### src/rtl/square_motion_ctrl_pkg.sv
// rtl/square_motion_ctrl_pkg.sv - shared screen constants, coordinate types and FSM states
package square_motion_ctrl_pkg;

  localparam int SCREEN_W = 640;
  localparam int SCREEN_H = 480;
  localparam int COORD_W  = 10;

  typedef logic [COORD_W-1:0]        coord_t;
  typedef logic signed [COORD_W:0]   coord_s_t;

  typedef enum logic [1:0] {
    ST_IDLE,
    ST_CALC,
    ST_CLAMP,
    ST_COMMIT
  } state_e;

  // Opposing buttons cancel to a zero step.
  function automatic coord_s_t axis_delta(input logic neg, input logic pos, input int step);
    coord_s_t d;
    d = '0;
    if (pos && !neg) d = coord_s_t'(step);
    else if (neg && !pos) d = -coord_s_t'(step);
    return d;
  endfunction

  function automatic coord_t clamp_coord(input coord_s_t v, input coord_s_t max_v);
    coord_t r;
    if (v < coord_s_t'(0)) r = '0;
    else if (v > max_v) r = max_v[COORD_W-1:0];
    else r = v[COORD_W-1:0];
    return r;
  endfunction

endpackage

### src/rtl/square_motion_ctrl_if.sv
// rtl/square_motion_ctrl_if.sv - control, pixel and position signals of the motion controller
interface square_motion_ctrl_if;
  import square_motion_ctrl_pkg::*;

  logic   enable;
  logic   frame_tick;
  logic   btn_up;
  logic   btn_down;
  logic   btn_left;
  logic   btn_right;
  coord_t x;
  coord_t y;
  coord_t x_start;
  coord_t y_start;
  logic   pos_valid;
  logic   busy;
  logic   overrun;
  logic   in_square;

  modport master (
    output enable, frame_tick, btn_up, btn_down, btn_left, btn_right, x, y,
    input  x_start, y_start, pos_valid, busy, overrun, in_square
  );

  modport slave (
    input  enable, frame_tick, btn_up, btn_down, btn_left, btn_right, x, y,
    output x_start, y_start, pos_valid, busy, overrun, in_square
  );

endinterface

### src/rtl/square_motion_ctrl_rect_hit.sv
// rtl/square_motion_ctrl_rect_hit.sv - registered point-in-rectangle test
// Compared in 11 bits so rx+W cannot wrap; reusable for any sprite box.
module square_motion_ctrl_rect_hit
  import square_motion_ctrl_pkg::*;
#(
  parameter int W = 100,
  parameter int H = 100
) (
  input  logic   clk_i,
  input  logic   reset_i,
  input  coord_t px_i,
  input  coord_t py_i,
  input  coord_t rx_i,
  input  coord_t ry_i,
  output logic   hit_o
);

  localparam coord_s_t RW = coord_s_t'(W);
  localparam coord_s_t RH = coord_s_t'(H);

  coord_s_t px, py, rx0, ry0, rx1, ry1;
  logic     hit_d, hit_q;

  assign px  = {1'b0, px_i};
  assign py  = {1'b0, py_i};
  assign rx0 = {1'b0, rx_i};
  assign ry0 = {1'b0, ry_i};
  assign rx1 = rx0 + RW;
  assign ry1 = ry0 + RH;

  assign hit_d = (px >= rx0) && (px < rx1) && (py >= ry0) && (py < ry1);

  always_ff @(posedge clk_i) begin
    if (reset_i) hit_q <= 1'b0;
    else         hit_q <= hit_d;
  end

  assign hit_o = hit_q;

endmodule

### src/rtl/square_motion_ctrl.sv
// rtl/square_motion_ctrl.sv - per-frame player square position update with clamp and atomic commit
module square_motion_ctrl
  import square_motion_ctrl_pkg::*;
#(
  parameter int SIZE   = 100,
  parameter int X_INIT = 100,
  parameter int Y_INIT = 100,
  parameter int STEP   = 4
) (
  input logic clk_i,
  input logic reset_i,
  square_motion_ctrl_if.slave bus
);

  localparam coord_s_t X_MAX = coord_s_t'(SCREEN_W - SIZE);
  localparam coord_s_t Y_MAX = coord_s_t'(SCREEN_H - SIZE);

  state_e   state_q, state_d;
  logic     up_q, down_q, left_q, right_q;
  coord_s_t cand_x_d, cand_y_d, cand_x_q, cand_y_q;
  coord_t   clamp_x_d, clamp_y_d, clamp_x_q, clamp_y_q;
  coord_t   x_start_q, y_start_q;
  logic     pos_valid_q, overrun_q;
  logic     tick_ok;

  assign tick_ok = bus.frame_tick && bus.enable;

  always_comb begin
    state_d = state_q;
    case (state_q)
      ST_IDLE:   if (tick_ok) state_d = ST_CALC;
      ST_CALC:   state_d = ST_CLAMP;
      ST_CLAMP:  state_d = ST_COMMIT;
      ST_COMMIT: state_d = ST_IDLE;
      default:   state_d = ST_IDLE;
    endcase
  end

  assign cand_x_d  = coord_s_t'({1'b0, x_start_q}) + axis_delta(left_q, right_q, STEP);
  assign cand_y_d  = coord_s_t'({1'b0, y_start_q}) + axis_delta(up_q, down_q, STEP);
  assign clamp_x_d = clamp_coord(cand_x_q, X_MAX);
  assign clamp_y_d = clamp_coord(cand_y_q, Y_MAX);

  // Buttons are latched on the accepted tick so later presses cannot disturb this update.
  always_ff @(posedge clk_i) begin
    if (reset_i) begin
      state_q     <= ST_IDLE;
      up_q        <= 1'b0;
      down_q      <= 1'b0;
      left_q      <= 1'b0;
      right_q     <= 1'b0;
      cand_x_q    <= '0;
      cand_y_q    <= '0;
      clamp_x_q   <= '0;
      clamp_y_q   <= '0;
      x_start_q   <= coord_t'(X_INIT);
      y_start_q   <= coord_t'(Y_INIT);
      pos_valid_q <= 1'b0;
      overrun_q   <= 1'b0;
    end else begin
      state_q     <= state_d;
      pos_valid_q <= (state_q == ST_COMMIT);
      if (tick_ok && state_q != ST_IDLE) overrun_q <= 1'b1;
      if (tick_ok && state_q == ST_IDLE) begin
        up_q    <= bus.btn_up;
        down_q  <= bus.btn_down;
        left_q  <= bus.btn_left;
        right_q <= bus.btn_right;
      end
      if (state_q == ST_CALC) begin
        cand_x_q <= cand_x_d;
        cand_y_q <= cand_y_d;
      end
      if (state_q == ST_CLAMP) begin
        clamp_x_q <= clamp_x_d;
        clamp_y_q <= clamp_y_d;
      end
      if (state_q == ST_COMMIT) begin
        x_start_q <= clamp_x_q;
        y_start_q <= clamp_y_q;
      end
    end
  end

  square_motion_ctrl_rect_hit #(
    .W (SIZE),
    .H (SIZE)
  ) u_hit (
    .clk_i   (clk_i),
    .reset_i (reset_i),
    .px_i    (bus.x),
    .py_i    (bus.y),
    .rx_i    (x_start_q),
    .ry_i    (y_start_q),
    .hit_o   (bus.in_square)
  );

  assign bus.x_start   = x_start_q;
  assign bus.y_start   = y_start_q;
  assign bus.pos_valid = pos_valid_q;
  assign bus.busy      = (state_q != ST_IDLE);
  assign bus.overrun   = overrun_q;

endmodule

### src/flat_wrapper.sv
// flat-port wrapper written by rule: the top's interface ports become plain ports
module square_motion_ctrl_flat import square_motion_ctrl_pkg::*;
#(
  parameter int SIZE   = 100,
  parameter int X_INIT = 100,
  parameter int Y_INIT = 100,
  parameter int STEP   = 4
)
  (clk_i, reset_i, bus_enable, bus_frame_tick, bus_btn_up, bus_btn_down, bus_btn_left, bus_btn_right, bus_x, bus_y, bus_x_start, bus_y_start, bus_pos_valid, bus_busy, bus_overrun, bus_in_square);
  square_motion_ctrl_if bus_i ();
  input logic clk_i;
  input logic reset_i;
  input wire logic [$bits(bus_i.enable)-1:0] bus_enable;
  input wire logic [$bits(bus_i.frame_tick)-1:0] bus_frame_tick;
  input wire logic [$bits(bus_i.btn_up)-1:0] bus_btn_up;
  input wire logic [$bits(bus_i.btn_down)-1:0] bus_btn_down;
  input wire logic [$bits(bus_i.btn_left)-1:0] bus_btn_left;
  input wire logic [$bits(bus_i.btn_right)-1:0] bus_btn_right;
  input wire logic [$bits(bus_i.x)-1:0] bus_x;
  input wire logic [$bits(bus_i.y)-1:0] bus_y;
  output wire logic [$bits(bus_i.x_start)-1:0] bus_x_start;
  output wire logic [$bits(bus_i.y_start)-1:0] bus_y_start;
  output wire logic [$bits(bus_i.pos_valid)-1:0] bus_pos_valid;
  output wire logic [$bits(bus_i.busy)-1:0] bus_busy;
  output wire logic [$bits(bus_i.overrun)-1:0] bus_overrun;
  output wire logic [$bits(bus_i.in_square)-1:0] bus_in_square;
  assign bus_i.enable = bus_enable;
  assign bus_i.frame_tick = bus_frame_tick;
  assign bus_i.btn_up = bus_btn_up;
  assign bus_i.btn_down = bus_btn_down;
  assign bus_i.btn_left = bus_btn_left;
  assign bus_i.btn_right = bus_btn_right;
  assign bus_i.x = bus_x;
  assign bus_i.y = bus_y;
  assign bus_x_start = bus_i.x_start;
  assign bus_y_start = bus_i.y_start;
  assign bus_pos_valid = bus_i.pos_valid;
  assign bus_busy = bus_i.busy;
  assign bus_overrun = bus_i.overrun;
  assign bus_in_square = bus_i.in_square;
  square_motion_ctrl #(.SIZE(SIZE), .X_INIT(X_INIT), .Y_INIT(Y_INIT), .STEP(STEP)) u_core (.clk_i(clk_i), .reset_i(reset_i), .bus(bus_i));
endmodule
### config.mk
export PLATFORM = sky130hd
export DESIGN_NAME = square_motion_ctrl_flat
export DESIGN_NICKNAME = d
export VERILOG_FILES = /design/src/rtl/square_motion_ctrl_pkg.sv /design/src/rtl/square_motion_ctrl_if.sv /design/src/rtl/square_motion_ctrl_rect_hit.sv /design/src/rtl/square_motion_ctrl.sv /design/src/flat_wrapper.sv
export SDC_FILE = /design/constraint.sdc
export NUM_CORES = 1
export LEC_CHECK = 0
export BUFFER_PORTS_ARGS = -buffer_cell sky130_fd_sc_hd__buf_2
export CORE_ASPECT_RATIO = 1.25
export CORE_MARGIN = 5
export CORE_UTILIZATION = 59
export DETAILED_ROUTE_END_ITERATION = 16
export PLACE_DENSITY = 0.83
export SLEW_MARGIN = 30
export SYNTH_ARGS = -nofsm -noshare
export SYNTH_HDL_FRONTEND = slang
export SYNTH_SLANG_ARGS = --single-unit
### constraint.sdc
create_clock -name clk_i -period 2.4 [get_ports clk_i]
set_input_delay 0.36 -clock clk_i [delete_from_list [all_inputs] [get_ports clk_i]]
set_output_delay 0.36 -clock clk_i [all_outputs]
set_load 0.01 [all_outputs]
==> parameters.txt, run 1 <==
Parameter                              Value

Status
  Result of the run ... finished clean

Synthesis
  Most frequently used flop master after synthesis ... dfxtp_1
  Number of distinct library cell variants in the gate-level netlist after synthesis ... 49
  Proportion of register bits with asynchronous set or reset after synthesis ... 0%
  Net Count, Synth ... 589
  Part of the Yosys area used for sequential elements ... 32.6%
  Syn Area/Cell ... 8.75 um^2
  Number of flip-flops and latches in the synthesized netlist ... 71
  Count of yosys warnings during synthesis ... 0
  Synthesized instance count ... 499
  Mapped Area ... 0.00437 mm^2
  Count of flip-flops with a built-in enable after synthesis ... 0

Clock network
  Clock network latency to the later pin of the worst-skew pair ... 0.34 ns
  CTS sink cnt ... 71
  H-tree lvl count ... 3
  # hold bufs at CTS ... 0
  CTS tree ... done
  CTS Buffer Depth ... 2
  Clock tree root buffer cell ... clkbuf_8
  Post CTS Setup Buffer Count ... 0
  Clock-pin transition on the worst setup and hold timing paths ... 0.08 ns
  Clock buffers created by TritonCTS ... 9

Detailed routing
  Initial drt markers ... 212
  Wire length reported by the detailed router ... 10500 um
  Post-DRT Antenna Nets ... 0
  Routed wire length per instance ... 16.0 um
  Count of vias placed by the detailed router ... 3764
  Number of remaining DRC errors ... 0
  Vias per inst ... 5.77
  First-pass iteration count of the detailed router ... 4

Worst setup path
  CP Data Required Time ... 2.63 ns
  WS Path Type ... reg -> reg
  Startpoint of the worst register-to-register path ... u_core.right_q
  RR Endpoint ... u_core.cand_x_q[10]
  Number of buffers and inverters on the critical path ... 3
  Slowest cell on the critical path ... fa_2
  Sort of element at the end of the critical path ... flip-flop
  Largest incremental delay on the critical path ... 0.38 ns
  Cell count of the worst reg-to-reg path ... 12
  Worst reg-to-reg setup slack ... 0.13 ns
  Cell type with the highest occurrence count on the critical path ... inv_1
  Critical path, cell by cell ... inv_1 -> ha_1 -> inv_1 -> ha_2 -> inv_1 -> fa_2 -> nor2b_4 -> o2111ai_2 -> a31oi_1 -> xnor2_1 -> mux2i_1 -> nor2_1
  Critical Path Source Type ... flip-flop
  Worst path arrival time ... 2.50 ns
  Dominant delay contributor by cell family on the critical path ... adder cells
  Largest fanout on the critical path ... 2

Hold path
  Worst hold stages ... 3
  Worst hold-check path type ... in -> reg
  Critical hold path startpoint ... bus_btn_up
  Worst Hold Endpoint ... u_core.up_q

Global routing
  Initial antenna violation count ... 0
  Wire length of the first global-routing pass ... 17400 um
  Tot GR Track Use ... 23.6%
  Maximum number of pins on one net before global-route repair ... 30
  Residual overflow from global routing ... 0
  Number of global-route vias before repair ... 3945

Pwr
  Worst vdd ir ... 496 uV
  Power density cells ... 744 mW/mm^2
  Leakage power summed over all cells ... 2.18 nW

Timing
  Max Clock Skew ... 0.00672 ns
  Worst max-slew margin expressed relative to the limit ... 66.2%
  Worst-margin pin slew ... 0.507 ns
  Fmax ... 0.441 GHz
  Shortest period the worst path allows ... 2.27 ns
  Endpoints failing hold ... 0
  Total of endpoints with negative setup slack in the final report ... 0
  Fin. max-slew vios ... 0
  Period Utilization, post-route ... 94.6%
  Total Negative Setup Slacks ... 0 ns

Finish
  Number of nets in the final layout ... 645
  Most common cell after layout, fill and taps aside ... dfxtp_1
  Antenna Cells ... 0
  Area growth from synthesis to final layout ... 15.4%
  Fraction of layout instances using a drive strength above 1 ... 16.8%
  Most frequent cells in the layout ... dfxtp_1 (71), nor2_1 (68), ha_1 (59)
  Final core area utilization ... 68.9%

Floorplanning
  Die area ... 0.00923 mm^2
  Starting density of the core ... 59.7%
  Core ar. ... 0.00731 mm^2
  # rows ... 35
  Height of the die ... 106 um
  Top-Level Pins ... 52
  Die Width ... 86.9 um

Placed design
  HPWL Detailed ... 8180 um
  Global placement routability congestion ... 0.922
  Buffers added on ports ... 51

Run
  Max-cap violations ... 0
tightest hold or removal path, cell delays in order:
cell and delay, ns:
buf_2 0.07, mux2i_1 0.05, nor2_1 0.07
stage by stage:
step | hold WS [ns] | instances | worst slack [ns] | total power, mW | instance area (um^2)
after floorplan | 0.441 | 499 | 0.315 | 2.23 | 4370
after global placement | 0.448 | 636 | 0.248 | 2.49 | 4760
after detailed placement | 0.462 | 636 | 0.167 | 2.55 | 4760
after CTS | 0.250 | 652 | 0.0701 | 3.75 | 5020
after global routing | 0.285 | 652 | -0.0144 | 3.95 | 5040
final | 0.256 | 652 | 0.131 | 3.75 | 5040
sequential cells by signal (all words and copies together) (netlist names), 2 cells and up:
| signal | count |
|---|---|
| u_core.clamp_x_q | 10 |
| u_core.cand_x_q | 11 |
| u_core.clamp_y_q | 10 |
| u_core.bus.y_start | 10 |
| u_core.state_q | 2 |
| u_core.bus.x_start | 10 |
| u_core.cand_y_q | 11 |
cell families (layout without fill, tap and decap cells):
logic type	count (synthesis)	count (layout)	share of synthesized area, %
compound gates	90	90	14.5
xor+xnor	26	26	5.21
fa+ha+maj	62	62	18.1
buf+inv	65	126	6.07
flops	71	71	32.6
mux	34	34	7.79
simple gates	151	151	15.8
final cells by class:
type	instances	area [um^2]
multi-input cells	363	2700
fillers	556	2270
flip-flops and latches	71	1420
repair buffers	66	380
inverters	44	165
clock buffers	11	151
well taps	92	115
clock inverters	5	104
power breakdown:
group / internal (mW) / switching [mW] / total [mW]
sequential: 1.30 / 0.106 / 1.41
clock: 0.747 / 0.448 / 1.20
combinational: 0.496 / 0.652 / 1.15
total: 2.54 / 1.21 / 3.75
worst max-delay path by stage:
stage / end / start / cells past startpoint / slack (ns)
6_report: u_core.cand_x_q[10] / u_core.right_q / 12 / 0.13
4_1_cts: u_core.cand_x_q[10] / u_core.right_q / 12 / 0.07
5_1_grt: u_core.cand_x_q[10] / u_core.right_q / 12 / -0.01
2_1_floorplan: u_core.u_hit.hit_o / u_core.bus.y_start[2] / 10 / 0.31
3_5_place_dp: u_core.cand_x_q[10] / u_core.right_q / 12 / 0.17
3_3_place_gp: u_core.u_hit.hit_o / u_core.bus.y_start[4] / 9 / 0.25
per-layer routing:
layer  vias up  GRT usage [%]  wire length [um]
met2        84           45.1              5820
li1       1853              -                 -
met3        30           3.64               330
met4         0           12.7               390
met5         -              0                 0
met1      1797           23.6              3920
Yosys cell counts, types with 3 or more instances:
library cell / n / share of area (%)
buf_4: 4 / 0.69
o21bai_1: 3 / 0.52
a211oi_1: 4 / 0.69
or3_1: 6 / 0.86
xnor2_1: 20 / 4.0
o2111ai_1: 6 / 1.2
o21ai_1: 6 / 0.69
nand2_1: 27 / 2.3
a22oi_1: 5 / 0.86
nand2b_1: 7 / 1.0
clkbuf_1: 9 / 0.77
nor2b_1: 6 / 0.86
o21a_1: 3 / 0.52
o211ai_1: 10 / 1.7
buf_1: 3 / 0.26
o22ai_1: 4 / 0.57
xor2_1: 6 / 1.2
inv_1: 43 / 3.7
buf_2: 5 / 0.57
nand4_1: 3 / 0.43
a21oi_1: 25 / 2.9
nor2_1: 68 / 5.8
ha_1: 60 / 17
nor3_1: 9 / 1.0
nand3_1: 14 / 1.6
and3_1: 3 / 0.43
o32ai_1: 5 / 1.0
mux2i_1: 34 / 7.8
dfxtp_1: 71 / 33
a21o_1: 3 / 0.52
a31oi_1: 3 / 0.43
timing repair:
action                                  CTS  global route
endpoints found under the setup margin    0             2
resized for setup                         0             6
endpoints found under the hold margin     0             0
Note: power is estimated with default switching activity, not from simulation.
==> inputs of run 2 (changes only) <==
- RECOVER_POWER: not set -> 50
- SLEW_MARGIN: 30 -> not set
==> run 2 against run 1 <==
Fmax is 0.27% lower. Flip-flop and latch count unchanged. Die area did not move. Final area shrank 1.0%. Largest power group unchanged. Sequential power about the same. Clock-buffer cell count did not move. First-iteration DRC count shrank 16%. Hold slack got worse by 0.00088 ns. Register-to-register slack about the same. Worst setup slack got worse by 0.0062 ns. Sequential share of layout area up 0.30 points. Utilization shrank 0.72 points.
==> parameters.txt, run 2 (synthesis gave the netlist of run 1 again) <==
Parameter                              Value

Pwr
  Sequential share of power ... 37.6% (about the same)
  Proportion of power drawn by combinational gates ... 30.5% (about the same)
  Leakage power summed over all cells ... 2.10 nW (-3.8%)
  Switching power total ... 1.20 mW (about the same)
  Switching Fraction ... 32.2% (+0.058 points)
  Power density cells ... 750 mW/mm^2 (+0.83%)
  Pint ... 2.54 mW (-0.31%)
  Worst vdd ir ... 496 uV (about the same)
  Part of the total power dissipated in the clock network ... 31.9% (about the same)

Placed design
  Global placement routability congestion ... 0.922 (unchanged)
  Buffers added on ports ... 51 (unchanged)
  Worst slack, placed ... 0.167 ns (unchanged)
  HPWL Detailed ... 8180 um (unchanged)
  Placement Cell Area ... 0.00476 mm^2 (unchanged)

Worst setup path
  Worst path arrival time ... 2.51 ns (about the same)
  Cell count of the worst reg-to-reg path ... 12 (unchanged)
  Number of buffers and inverters on the critical path ... 3 (unchanged)
  Critical Path Source Type ... flip-flop
  Termination of the worst setup path ... u_core.cand_x_q[10]
  CP Data Required Time ... 2.63 ns (about the same)
  Startpoint of the worst register-to-register path ... u_core.right_q
  Sort of element at the end of the critical path ... flip-flop
  Count of cell instances traversed by the critical path ... 12 (unchanged)
  Slowest cell on the critical path ... fa_2
  RR Endpoint ... u_core.cand_x_q[10]
  Critical path, cell by cell ... inv_1 -> ha_1 -> inv_1 -> ha_2 -> inv_1 -> fa_2 -> nor2b_4 -> o2111ai_2 -> a31oi_1 -> xnor2_1 -> mux2i_1 -> nor2_1
  Worst reg-to-reg setup slack ... 0.12 ns (about the same)
  Dominant delay contributor by cell family on the critical path ... adder cells
  Cell type with the highest occurrence count on the critical path ... inv_1
  WS Path Type ... reg -> reg
  Largest incremental delay on the critical path ... 0.38 ns (about the same)
  Crit. Startpoint ... u_core.right_q
  Largest fanout on the critical path ... 2 (unchanged)

Finish
  Largest registers ... u_core.cand_x_q (11), u_core.cand_y_q (11)
  Number of nets in the final layout ... 645 (unchanged)
  Number of fill cells ... 580 (+4.3%)
  Most common cell after layout, fill and taps aside ... dfxtp_1
  Final cell area excluding filler cells ... 0.00499 mm^2 (-1.0%)
  Area growth from synthesis to final layout ... 14.2%
  Fraction of layout instances using a drive strength above 1 ... 12.9% (-3.9 points)
  Most frequent cells in the layout ... dfxtp_1 (71), nor2_1 (68), ha_1 (59)
  Antenna Cells ... 0 (unchanged)

Detailed routing
  Number of remaining DRC errors ... 0 (unchanged)
  Vias per inst ... 5.84 (+1.1%)
  Wire length reported by the detailed router ... 10500 um (+0.24%)
  Routed wire length per instance ... 16.1 um (+0.24%)
  Post-DRT Antenna Nets ... 0 (unchanged)
  Count of vias placed by the detailed router ... 3806 (+1.1%)
  Initial drt markers ... 179 (-16%)
  First-pass iteration count of the detailed router ... 5 (+1)

Floorplanning
  Top-Level Pins ... 52 (unchanged)
  Core ar. ... 0.00731 mm^2 (unchanged)
  Starting density of the core ... 59.7% (unchanged)
  # rows ... 35 (unchanged)
  Height of the die ... 106 um (unchanged)
  Die Width ... 86.9 um (unchanged)
  Die area ... 0.00923 mm^2 (unchanged)

Global routing
  Maximum number of pins on one net before global-route repair ... 30 (unchanged)
  Grt met3 use ... 3.64% (unchanged)
  Most used routing layer in global routing ... met2
  Met2 usage ... 45.1% (unchanged)
  Residual overflow from global routing ... 0 (unchanged)
  Number of global-route vias before repair ... 3945 (unchanged)
  Wire length of the first global-routing pass ... 17400 um (unchanged)
  Tot GR Track Use ... 23.6% (unchanged)
  Initial antenna violation count ... 0 (unchanged)
  Met1 capacity usage during global routing ... 23.6% (unchanged)

Timing
  Worst-margin pin slew ... 0.717 ns (+0.210 ns)
  Total of endpoints with negative setup slack in the final report ... 0 (unchanged)
  Fin. max-slew vios ... 0 (unchanged)
  Setup slack of the critical path after layout ... 0.124 ns (-0.00622 ns)
  Hold slack ... 0.255 ns (-0.000885 ns)
  Max Clock Skew ... 0.00742 ns (+0.000704 ns)
  Worst max-slew margin expressed relative to the limit ... 52.2% (-14 points)
  Period Utilization, post-route ... 94.8% (+0.26 points)
  Endpoints failing hold ... 0 (unchanged)
  Shortest period the worst path allows ... 2.28 ns (+0.00622 ns)
  Fmax ... 0.439 GHz (-0.27%)

Clock network
  Clock network latency to the later pin of the worst-skew pair ... 0.34 ns (about the same)
  CTS tree ... done
  Clock-pin transition on the worst setup and hold timing paths ... 0.08 ns (about the same)
  CTS Buffer Depth ... 2 (unchanged)
  Clock buffers created by TritonCTS ... 9 (unchanged)
  Clock tree root buffer cell ... clkbuf_8
  H-tree lvl count ... 3 (unchanged)
  CTS sink cnt ... 71 (unchanged)

Run
  Max-cap violations ... 0 (unchanged)

Hold path
  Worst hold-check path type ... in -> reg

Status
  Result of the run ... finished clean
## run 2: worst min path at each step
stage / from / endpoint / slack, ns / cells past startpoint
floorplan: u_core.clamp_y_q[1] / u_core.clamp_y_q[1] / 0.44 / 2
global placement: u_core.bus.overrun / u_core.bus.overrun / 0.45 / 2
detailed placement: u_core.clamp_x_q[2] / u_core.bus.x_start[2] / 0.46 / 2
CTS: bus_btn_up / u_core.up_q / 0.25 / 3
global route: bus_btn_up / u_core.up_q / 0.28 / 3
finish: bus_btn_up / u_core.up_q / 0.25 / 3
## run 2: power by group through the flow
stage	clock, mW	combinational (mW)	sequential (mW)
final	1.19	1.14	1.41
after global routing	1.25	1.27	1.42
after CTS	1.21	1.14	1.40
after detailed placement	0	1.12	1.43
after global placement	0	1.07	1.42
after floorplan	0	0.819	1.41
## run 2: area by class of cell
| class | count | area [um^2] | share of cell area, % |
|---|---|---|---|
| timing repair buffer | 66 | 328 | 6.57 |
| tap | 92 | 115 | 2.31 |
| inverter | 44 | 165 | 3.31 |
| clock inverter | 5 | 104 | 2.08 |
| sequential | 71 | 1420 | 28.5 |
| clock buffer | 11 | 151 | 3.04 |
| multi-input combinational | 363 | 2700 | 54.2 |
## run 2: per-stage QoR
step	total power, mW	util (%)	instances	setup TNS (ns)
floorplan	2.23	-	499	0
global placement	2.49	65.1	636	0
detailed placement	2.55	65.1	636	0
CTS	3.75	68.6	652	0
global route	3.95	68.2	652	-0.0145
finish	3.74	68.2	652	0
## run 2: repair_timing
| action | CTS | global route |
|---|---|---|
| endpoints found under the setup margin | 0 | 2 |
| gates resized for setup | 0 | 6 |
| hold buffers | 0 | 0 |
| setup buffers | 0 | 0 |
## run 2: worst min-delay path, delay by kind of cell
kind          cells  cell delay (ns)
buf+inv           1             0.07
mux               1             0.05
simple gates      1             0.07
## run 2: layer usage
metal  part of all wire, %  routed length [um]
met5                     0                   0
met1                    36                3810
met2                    56                5850
met3                   3.9                 409
met4                   4.0                 417
==> inputs of run 3 (changes only) <==
- ABC_AREA: not set -> 1
==> run 3 against run 2 <==
First-iteration DRC count grew 68%. Synthesized cell count grew 21%. Via count is 4.9% higher. Hold slack better by 0.056 ns. Die area is 1.4% higher. Flip-flop and latch count stayed put. Critical endpoint is now u_core.cand_y_q[8]. Final area decreased by 1.5%. Final cell count is 15% higher.
==> parameters.txt, run 3 <==
Parameter                              Value

Clock network
  CTS Buffer Depth ... 2 (unchanged)
  CTS sink cnt ... 71 (unchanged)
  Clock tree root buffer cell ... clkbuf_8
  Resized cells post-CTS ... 0 (unchanged)
  Clock network latency to the later pin of the worst-skew pair ... 0.34 ns (about the same)
  # hold bufs at CTS ... 0 (unchanged)
  CTS tree ... done
  Clock-pin transition on the worst setup and hold timing paths ... 0.07 ns (about the same)
  Clock buffers created by TritonCTS ... 9 (unchanged)
  Post CTS Setup Buffer Count ... 0 (unchanged)
  H-tree lvl count ... 3 (unchanged)

Pwr
  Worst vdd ir ... 620 uV (+25%)
  Power density cells ... 946 mW/mm^2 (+26%)
  Leakage power summed over all cells ... 2.37 nW (+13%)
  Overall power of the completed layout ... 4.65 mW (+24%)

Worst setup path
  Largest incremental delay on the critical path ... 0.40 ns (+0.02 ns)
  Worst path arrival time ... 2.45 ns (-0.06 ns)
  Slowest cell on the critical path ... fa_1
  RR Endpoint ... u_core.cand_y_q[8]
  WS Path Type ... reg -> reg
  Sort of element at the end of the critical path ... flip-flop
  Cell type with the highest occurrence count on the critical path ... inv_1
  Worst reg-to-reg setup slack ... 0.23 ns (+0.10 ns)
  Critical Path Source Type ... flip-flop
  CP Data Required Time ... 2.68 ns (+0.05 ns)
  Largest fanout on the critical path ... 3 (+1)
  Startpoint of the worst register-to-register path ... u_core.down_q
  Cell count of the worst reg-to-reg path ... 14 (+2)
  Critical path, cell by cell ... inv_1 -> ha_1 -> inv_1 -> ha_1 -> inv_1 -> fa_1 -> inv_1 -> nand3_1 -> nand2_1 -> a21oi_1 -> or2_1 -> nand3_1 -> o211ai_1 -> inv_1

Synthesis
  Number of distinct library cell variants in the gate-level netlist after synthesis ... 33 (-33%)
  Area share of fa/ha/maj cells after synthesis ... 17.8% (-0.28 points)
  Synthesized instance count ... 603 (+21%)
  Main combinational cell family by area after synthesis ... simple AND/OR/NAND/NOR gates
  Count of flip-flops with a built-in enable after synthesis ... 0 (unchanged)
  Proportion of register bits with asynchronous set or reset after synthesis ... 0% (unchanged)
  Number of flip-flops and latches in the synthesized netlist ... 71 (unchanged)
  Most frequently used flop master after synthesis ... dfxtp_1
  Part of the Yosys area used for sequential elements ... 32.0% (-0.51 points)
  Post-Synth Simple-Gate Area ... 18.9% (+3.1 points)
  Net Count, Synth ... 693 (+18%)
  Share of cell area taken by muxes after synthesis ... 0% (-7.8 points)
  Yosys top cell area share ... 32.0% (-0.51 points)
  Syn Area/Cell ... 7.36 um^2 (-16%)
  Most frequent cell after synthesis ... nand2_1
  Top cells by area, synth ... dfxtp_1 (32%), ha_1 (17%), a21oi_1 (8.9%)
  Cell accounting for the most synthesized area ... dfxtp_1
  Count of yosys warnings during synthesis ... 0 (unchanged)
  Mapped Area ... 0.00444 mm^2 (+1.6%)
  Synth Area in XOR/XNOR ... 3.75% (-1.5 points)
  Compound-gate portion of the synthesized area ... 18.1% (+3.6 points)
  Most numerous cell types in the synthesized netlist ... nand2_1 (105), inv_1 (81), a21oi_1 (79)

Timing
  Shortest period the worst path allows ... 2.17 ns (-0.101 ns)
  Setup slack of the critical path after layout ... 0.226 ns (+0.101 ns)
  Endpoints failing hold ... 0 (unchanged)
  Worst-margin pin slew ... 0.705 ns (-0.0117 ns)
  Max Clock Skew ... 0.00914 ns (+0.00172 ns)
  Worst max-slew margin expressed relative to the limit ... 53.0% (+0.78 points)
  Fmax ... 0.460 GHz (+4.7%)
  Setup repair after global routing missed its margin ... false
  Total Negative Setup Slacks ... 0 ns (unchanged)
  Period Utilization, post-route ... 90.6% (-4.2 points)
  Fin. max-slew vios ... 0 (unchanged)
  Total of endpoints with negative setup slack in the final report ... 0 (unchanged)

Detailed routing
  Vias per inst ... 5.34 (-8.6%)
  Count of vias placed by the detailed router ... 3991 (+4.9%)
  Wire length reported by the detailed router ... 10000 um (-4.2%)
  Initial drt markers ... 300 (+68%)
  Number of remaining DRC errors ... 0 (unchanged)
  Routed wire length per instance ... 13.4 um (-17%)
  First-pass iteration count of the detailed router ... 4 (-1)
  Post-DRT Antenna Nets ... 0 (unchanged)

Floorplanning
  # rows ... 35 (unchanged)
  Die area ... 0.00936 mm^2 (+1.4%)
  Height of the die ... 107 um (+0.71%)
  Starting density of the core ... 60.3% (+0.58 points)
  Core ar. ... 0.00736 mm^2 (+0.60%)
  Die Width ... 87.6 um (+0.70%)
  Top-Level Pins ... 52 (unchanged)

Global routing
  Tot GR Track Use ... 22.5% (-1.2 points)
  Initial antenna violation count ... 0 (unchanged)
  Number of global-route vias before repair ... 3889 (-1.4%)
  Maximum number of pins on one net before global-route repair ... 39 (+30%)
  Wire length of the first global-routing pass ... 16900 um (-2.9%)
  Residual overflow from global routing ... 0 (unchanged)

Finish
  Area growth from synthesis to final layout ... 10.7%
  Final core area utilization ... 66.8% (-1.4 points)
  Antenna Cells ... 0 (unchanged)
  Fraction of layout instances using a drive strength above 1 ... 8.69% (-4.2 points)
  Largest registers ... u_core.cand_x_q (11), u_core.cand_y_q (11)
  Most common cell after layout, fill and taps aside ... nand2_1
  Most frequent cells in the layout ... nand2_1 (105), inv_1 (81), a21oi_1 (79)
  Number of nets in the final layout ... 741 (+15%)
  Final cell area excluding filler cells ... 0.00491 mm^2 (-1.5%)

Placed design
  Placement Cell Area ... 0.00474 mm^2 (-0.37%)
  Global placement routability congestion ... 0.910 (-1.3%)
  Buffers added on ports ... 51 (unchanged)
  HPWL Detailed ... 7850 um (-3.9%)
  Worst slack, placed ... 0.247 ns (+0.0803 ns)

Hold path
  Worst hold stages ... 3 (unchanged)
  Critical hold path startpoint ... bus_btn_down
  Worst hold-check path type ... in -> reg
  Worst Hold Endpoint ... u_core.down_q

Status
  Result of the run ... finished clean

Run
  Max-cap violations ... 0 (unchanged)
[run 3: worst max-delay path: cells and delay by family, from the launching register on]
kind                       cells  cell delay [ns]
DFF                            1             0.31
and+or+nand+nor                4             0.49
AOI/OAI and AO/OA              2             0.18
adders and majority gates      3             0.85
buffers and inverters          5             0.30
[run 3: cells by family after synthesis]
group,count (synthesis)
compound gates,149
xor+xnor,19
fa+ha+maj,62
buf+inv,103
flops,71
simple gates,199
[run 3: per-layer routing]
metal	wire, um	up-vias	global-route usage, %
li1	-	2093	-
met1	4450	1814	28.0
met2	4940	69	38.4
met3	474	15	3.61
met4	177	0	8.33
met5	0	-	0
[run 3: area by class of cell]
cell class	instances	area, um^2
clock buffers	11	151
clock inverters	5	56.3
fillers	639	2440
inverters	83	312
multi-input cells	429	2590
flip-flops and latches	71	1420
well taps	92	115
repair buffers	57	268
[run 3: report_power, final]
group / internal, mW / switching, mW
Clock: 0.535 / 0.430
Sequential: 1.47 / 0.233
Combinational: 0.733 / 1.25
[run 3: worst max path at each step]
stage                             start                   to  slack, ns  cells after the start
after floorplan           u_core.down_q   u_core.cand_y_q[8]       0.45                     14
after global placement    u_core.down_q   u_core.cand_y_q[8]       0.36                     14
after detailed placement  u_core.down_q   u_core.cand_y_q[8]       0.25                     14
after CTS                 u_core.down_q   u_core.cand_y_q[8]       0.22                     14
after global routing      u_core.down_q  u_core.cand_y_q[10]      0.009                     12
final                     u_core.down_q   u_core.cand_y_q[8]       0.23                     14
[run 3: stage by stage]
step	hold slack, ns	cells
CTS	0.300	748
finish	0.310	748
floorplan	0.415	603
global route	0.330	748
global placement	0.426	732
detailed placement	0.430	732
